<file path="src/rtl/rst_pkg.sv">
// Shared definitions for the register-reset sequencer: command codes,
// FSM state encoding and register index names.
package rst_pkg;

    localparam int RST_NONE = 0;

    localparam int IDX_ART  = 0;
    localparam int IDX_ARG  = 1;
    localparam int IDX_AWT  = 2;
    localparam int IDX_AWG  = 3;
    localparam int IDX_MDAR = 4;

    typedef enum logic [1:0] {
        IDLE,
        PULSE,
        NEXT,
        FIN
    } rst_state_t;

    function automatic int rst_all_par(input int n_reg);
        return n_reg + 1;
    endfunction

    function automatic int rst_all_seq(input int n_reg);
        return n_reg + 2;
    endfunction

endpackage

</file>
<file path="src/rtl/rst_code_decode.sv">
// Combinational command decoder: turns a select code into the initial
// strobe mask plus sequential / illegal / active flags.
module rst_code_decode
    import rst_pkg::*;
#(
    parameter int N_REG = 5,
    parameter int SEL_W = 3
) (
    input  logic [SEL_W-1:0] sel,
    output logic [N_REG-1:0] mask,
    output logic             seq,
    output logic             illegal,
    output logic             go
);

    int unsigned code;

    assign code = 32'(sel);

    always_comb begin
        mask    = '0;
        seq     = 1'b0;
        illegal = 1'b0;
        go      = 1'b0;
        if (code == RST_NONE) begin
            go = 1'b0;
        end else if (code <= N_REG) begin
            for (int i = 0; i < N_REG; i++) begin
                if (code == i + 1) mask[i] = 1'b1;
            end
            go = 1'b1;
        end else if (code == rst_all_par(N_REG)) begin
            mask = '1;
            go   = 1'b1;
        end else if (code == rst_all_seq(N_REG)) begin
            // sequential mode starts at register 0 and walks left
            mask = {{(N_REG-1){1'b0}}, 1'b1};
            seq  = 1'b1;
            go   = 1'b1;
        end else begin
            illegal = 1'b1;
        end
    end

endmodule

</file>
<file path="src/rtl/rst_sequencer.sv">
// Register-reset sequencer: accepts a reset command and drives registered,
// non-overlapping clear strobes with busy/done/err handshaking.
module rst_sequencer
    import rst_pkg::*;
#(
    parameter int N_REG     = 5,
    parameter int PULSE_LEN = 1,
    parameter int SEL_W     = 3
) (
    input  logic             clk,
    input  logic             rst_n,
    input  logic             start,
    input  logic [SEL_W-1:0] sel,
    output logic [N_REG-1:0] clr,
    output logic             busy,
    output logic             done,
    output logic             err
);

    localparam int CNT_W = $clog2(PULSE_LEN + 1);
    localparam int IDX_W = $clog2(N_REG + 1);

    logic [N_REG-1:0] dec_mask;
    logic             dec_seq;
    logic             dec_illegal;
    logic             dec_go;

    rst_state_t       state;
    logic [CNT_W-1:0] cnt;
    logic [IDX_W-1:0] idx;
    logic [N_REG-1:0] mask_q;
    logic             seq_q;

    rst_code_decode #(
        .N_REG (N_REG),
        .SEL_W (SEL_W)
    ) u_decode (
        .sel     (sel),
        .mask    (dec_mask),
        .seq     (dec_seq),
        .illegal (dec_illegal),
        .go      (dec_go)
    );

    always_ff @(posedge clk) begin
        if (!rst_n) begin
            state  <= IDLE;
            clr    <= '0;
            busy   <= 1'b0;
            done   <= 1'b0;
            err    <= 1'b0;
            cnt    <= '0;
            idx    <= '0;
            mask_q <= '0;
            seq_q  <= 1'b0;
        end else begin
            case (state)
                IDLE: begin
                    if (start) begin
                        mask_q <= dec_mask;
                        seq_q  <= dec_seq;
                        idx    <= '0;
                        cnt    <= CNT_W'(PULSE_LEN);
                        busy   <= 1'b1;
                        if (dec_go) begin
                            clr   <= dec_mask;
                            state <= PULSE;
                        end else begin
                            done  <= 1'b1;
                            err   <= dec_illegal;
                            state <= FIN;
                        end
                    end
                end
                PULSE: begin
                    if (cnt == CNT_W'(1)) begin
                        clr <= '0;
                        if (seq_q && (idx < IDX_W'(N_REG - 1))) begin
                            state <= NEXT;
                        end else begin
                            done  <= 1'b1;
                            state <= FIN;
                        end
                    end else begin
                        cnt <= cnt - 1'b1;
                    end
                end
                NEXT: begin
                    // one dead cycle between strobes, then move to the next register
                    idx    <= idx + 1'b1;
                    mask_q <= mask_q << 1;
                    clr    <= mask_q << 1;
                    cnt    <= CNT_W'(PULSE_LEN);
                    state  <= PULSE;
                end
                FIN: begin
                    done  <= 1'b0;
                    err   <= 1'b0;
                    busy  <= 1'b0;
                    state <= IDLE;
                end
                default: state <= IDLE;
            endcase
        end
    end

endmodule

</file>
<file path="config.mk">
export PLATFORM = sky130hd
export DESIGN_NAME = rst_sequencer
export DESIGN_NICKNAME = d
export VERILOG_FILES = /design/src/rtl/rst_pkg.sv /design/src/rtl/rst_code_decode.sv /design/src/rtl/rst_sequencer.sv
export SDC_FILE = /design/constraint.sdc
export NUM_CORES = 1
export LEC_CHECK = 0
export ABC_AREA = 1
export CAP_MARGIN = 20
export CELL_PAD_IN_SITES_DETAIL_PLACEMENT = 1
export CELL_PAD_IN_SITES_GLOBAL_PLACEMENT = 2
export CORE_MARGIN = 2
export CORE_UTILIZATION = 31
export CTS_CLUSTER_SIZE = 20
export DETAILED_ROUTE_END_ITERATION = 16
export DONT_BUFFER_PORTS = 1
export PLACE_DENSITY_LB_ADDON = 0.1
export SLEW_MARGIN = 20
export SYNTH_ARGS = -nofsm -noshare
export SYNTH_HDL_FRONTEND = slang
export SYNTH_SLANG_ARGS = --single-unit
</file>
<file path="constraint.sdc">
create_clock -name clk -period 1.5 [get_ports clk]
set_clock_uncertainty 0.2 [all_clocks]
set_input_delay 0.225 -clock clk [delete_from_list [all_inputs] [get_ports clk]]
set_output_delay 0.225 -clock clk [all_outputs]
set_load 0.03 [all_outputs]
</file>
; ---- Word level (Yosys, flattened, before mapping)
; Index checks and enable logic that the tools add are counted.
[totals]
reg_bits = 19
elab_cells = 88
[classes]
add_sub_neg = 2
magnitude_cmp = 2
n_eq_ne = 15
muxes = 45
n_reduce_logical = 15
[op_table]
columns = operator, count
row1 = 32-bit logical NOT, 1
row2 = 5-bit 2-to-1 mux, 6
row3 = 1-bit 2-to-1 mux, 26
row4 = 5-bit case mux with 3 select lines, 1
row5 = 3-bit equality test (second input constant), 4
row6 = 2-bit != test (second input constant), 5
row7 = 2-bit AND reduction, 5
row8 = 2-bit case mux with 4 select lines, 1
row9 = 4-bit case mux with 2 select lines, 1
row10 = 3-bit by 2-bit equality test with 1-bit output (second input constant), 2
row11 = 2-bit 2-to-1 mux, 3
row12 = 1-bit case mux with 3 select lines, 2
row13 = 3-bit case mux with 2 select lines, 1
row14 = 3-bit nonzero test, 2
row15 = 5-bit AND reduction, 1
row16 = 2-bit equality test (second input constant), 2
row17 = 4-bit 2-to-1 mux, 1
row18 = 1-bit case mux with 2 select lines, 2
row19 = 4-bit AND reduction, 1
row20 = 2-bit nonzero test, 2
row21 = 3-bit by 1-bit adder with 3-bit output (second input constant), 1
row22 = 3-bit by 1-bit equality test with 1-bit output (second input constant), 1
row23 = 3-bit <= comparator (second input constant), 1
row24 = 3-bit less-than comparator (second input constant), 1
row25 = other kinds (6), 6

; ---- Longest topological paths before layout
; Gate-level depths: netlist of run 1.
[logic_depth]
depth_word = 8
ltp_mapped = 10
depth_no_buf = 9

; ---- Cells and area by module
; Synthesis of run 1 repeated with hierarchy kept, for this count alone.
[hier_totals]
hier_cells = 162
hier_area_um2 = 1109.8
[modules_own_cells]
columns = module, n_inst, cells_per_inst, area_per_inst_um2, seq_area_each_um2
row1 = rst_sequencer, 1, 143, 1019.7, 380.4
row2 = rst_code_decode, 1, 19, 90.1, 0.0

; ---- Least setup slack after synthesis of run 1
; OpenSTA, ideal clock, no wires.
[synth_timing]
path_kind = reg2reg
start = register state[0]
end = register clr[3]
setup_ps = 116
arrival_ps = 1308
t_required_ps = 1184
setup_slack_ps = -124
stages_incl_launch_ff = 10
path_cell_list = dfxtp_1 -> inv_1 -> ha_1 -> buf_6 -> nand2_4 -> nand2_4 -> nor2_8 -> nand2_2 -> o21ai_0 -> nor2_1
[synth_between]
elab_chain_cells = 3
[synth_lines]
columns = item, line_no
row1 = "start, declared", rst_sequencer.sv:28  ; rst_state_t state;
row2 = "start signal, assigned", rst_sequencer.sv:47  ; state <= IDLE;
row3 = "start signal, assigned", rst_sequencer.sv:67  ; state <= PULSE;
row4 = "start signal, assigned", rst_sequencer.sv:71  ; state <= FIN;
row5 = "2-bit by 1-bit equality test with 1-bit output, or another cell as far along", rst_sequencer.sv:57  ; case (state)
row6 = 2-bit != test (no source line) / 3-bit nonzero test (equally long branches), -
row7 = 4-bit AND reduction (no source line), -
row8 = "end signal, assigned", rst_sequencer.sv:66  ; clr <= dec_mask;
row9 = "end signal, assigned", rst_sequencer.sv:92  ; clr <= mask_q << 1;
row10 = "end, declared", rst_sequencer.sv:14  ; output logic [N_REG-1:0] clr,
; Several ways; a longest one is shown, not always the timed one.
; A chain may end at the register's enable or synchronous reset.

; ---- Worst setup path in the final report of run 1
[layout_timing]
start = register state[1]
end = register clr[3]
; The elaborated chain is that of the path after synthesis.

==> results by group, run 1 <==
STA
  • Final Cycle Share: 1.01
  • RSZ-0062 raised after global routing: true
  • Final hold vios: 10
  • Fin worst setup slack: -0.00844 ns
  • Worst rel slew slack: 0.764
  • Slew @ Worst Pin: 0.353 ns
  • Max Freq: 663 MHz
  • Slew Limit Fails: 0
  • Final setup violating endpoints: 3
  • Minimum clock period: 1.51 ns
  • Hold slack: -0.190 ns

CTS
  • Root Buffer: clkbuf_4
  • Later-pin clock latency in the skew report: 0.31 ns
  • H-tree depth: 1
  • CTS tree: yes
  • Worst-path clk slew: 0.12 ns
  • Hold bufs inserted after CTS: 6
  • Maximum clock path buffer count: 2
  • Clock sink total: 19
  • Num CTS Buffers: 3

Routing
  • Drt drc: 0
  • Post-Route WL: 3.15 mm
  • DR vias/cell: 4.75
  • Wire per inst: 14.5 um
  • Routed Antenna Nets: 0
  • Initial detailed-routing violation count: 44
  • Pre-antenna DRT Iters: 4
  • Vias post-DR: 1036

Synthesis
  • Post-Syn Area: 1060 um^2
  • Syn Area/Cell: 7.13 um^2
  • Synthesized instance count: 149
  • Ys Warns: 0
  • Cell variety after synth: 24
  • Syn_nets: 161
  • Seq/Total Area, Yosys: 0.358
  • Register bit total from synthesis: 19

Status
  • Status: complete, but fails checks
  • Failing checks: hold timing, setup timing

Global route
  • Initial antenna violation count: 0
  • First-pass GRT wire length: 5.16 mm
  • Total congestion overflow: 0
  • Largest net degree at the start of global routing: 12
  • GR Util All Layers: 0.170
  • Vias in the first global route: 1094

Floorplan
  • Die Y: 62.5 um
  • Die width: 62.5 um
  • Die area: 3910 um^2
  • IO Count: 14
  • Row count: 21
  • Initial Util: 0.321
  • Core box area: 3310 um^2

Finish
  • Antenna cells: 0
  • Filler cells: 430
  • Area grow syn2layout: 35.9%
  • Post-route cell area: 1440 um^2
  • Most common cell after layout, fill and taps aside: nand2_1
  • Final #Nets: 185
  • Final core area utilization: 0.436
  • Layout cells sized above 1: 0.331
  • Most frequent cells in the layout: nand2_1 (24), nand3_1 (18), dfxtp_1 (17)

Place
  • RD Place Congestion: 0.813
  • Port bufs: 0
  • Detailed Place HPWL: 2.26 mm
  • Placed cell area: 1220 um^2

Power and ir drop
  • Pwr dens: 1940 nW/um^2
  • Static leakage: 0.642 nW
  • Pwr Total: 0.00280 W
  • Peak supply drop: 623 uV

Setup path
  • CP Capture Type: register
  • Data required, critical path: 1.52 ns
  • WS Path Type: register to register
  • CP Max Fanout: 8
  • CP arrival: 1.53 ns
  • Startpoint type of the worst setup path: register

Worst hold path
  • Hold Path Class: primary input to register

Job
  • Max-Cap Viols: 0
[state kept, by name, summed over array words and instances, names as in the netlist]
| name | flops |
|---|---|
| busy | 1 |
| seq_q | 1 |
| err | 1 |
| done | 1 |
| mask_q | 4 |
| state | 2 |
| cnt | 1 |
| clr | 5 |
| idx | 3 |
[synthesized netlist by cell type]
library cell,number,area [um^2]
a21boi_0,1,7.51
nor2_2,1,6.26
nand4_1,1,6.26
inv_1,19,71.3
o211ai_1,2,15.0
nor3_2,1,10.0
nand2_2,1,6.26
nor2_1,15,56.3
nand3_1,19,95.1
nor2_8,1,20.0
a211oi_1,2,15.0
buf_4,1,7.51
dfxtp_1,19,380
clkinv_1,1,3.75
a21oi_1,17,85.1
nand2_4,2,22.5
nor3_1,1,5.00
inv_2,1,3.75
buf_6,1,11.3
ha_1,6,75.1
o21ai_0,6,30.0
nand2_1,29,109
o21ai_4,1,16.3
clkbuf_1,1,3.75
[metrics by stage]
stage | worst slack [ns] | instances | TNS (ns) | hold slack [ns]
3_3_place_gp | -0.0258 | 206 | -0.0458 | 0.151
6_report | -0.00844 | 218 | -0.0128 | -0.190
3_5_place_dp | -0.0739 | 206 | -0.302 | 0.155
4_1_cts | -0.0116 | 218 | -0.0220 | -0.190
2_1_floorplan | -0.0159 | 149 | -0.0159 | 0.188
5_1_grt | -0.0791 | 218 | -0.608 | -0.211
[report_power, final]
part	leakage, nW	internal, W	switching (W)
Combinational	0.469	0.000698	0.000861
Clock	0.0150	0.000104	0.000174
Sequential	0.157	0.000673	0.000288
[worst paths after layout]
kind,from,endpoint,slack [ns],depth (start not counted)
max,state[1],clr[3],-0.008,8
min,rst_n,clr[3],-0.19,2
max reg2reg,state[1],clr[3],-0.008,8
min reg2reg,idx[1],idx[1],0.27,2
[repair_timing]
item | in CTS | in global routing
setup buffers | 2 | 0
pin swaps | 8 | 9
endpoints found under the setup margin | 13 | 15
endpoints found under the hold margin | 13 | 10
gates resized for setup | 13 | 23
[cell families after synthesis]
logic type / count (synthesis) / share of synthesized area
simple gates: 71 / 0.317
compound gates: 29 / 0.159
buf+inv: 24 / 0.0954
flops: 19 / 0.358
fa+ha+maj: 6 / 0.0707
[metal layers]
layer	share of wire	wire, um	track usage	vias to the layer above
met2	0.49	1560	0.293	13
met5	0	0	0	-
met4	0.012	38	0.0500	0
met1	0.47	1490	0.217	487
li1	-	-	-	532
met3	0.020	64	0.0288	4
[critical path, stage by stage (launching register included)]
cell	delay, ns
dfxtp_4	0.40
inv_4	0.05
ha_4	0.20
nand2_4	0.09
nand2_4	0.08
nor2_8	0.15
nand2_4	0.09
o21ai_2	0.11
nor2_1	0.04
[area by class of cell]
type | instances | area, um^2 | share of cell area
tap | 46 | 57.6 | 0.0399
inverter | 21 | 83.8 | 0.0581
timing repair buffer | 22 | 196 | 0.136
clock buffer | 4 | 26.3 | 0.0182
sequential | 19 | 388 | 0.269
multi-input combinational | 106 | 692 | 0.479
(Power assumes the default switching activity.)
==> inputs of run 2 (changes only) <==
- CAP_MARGIN: 20 -> 5
==> results of run 2 <==
Final layout, timing and power as in run 1 (identical DEF).
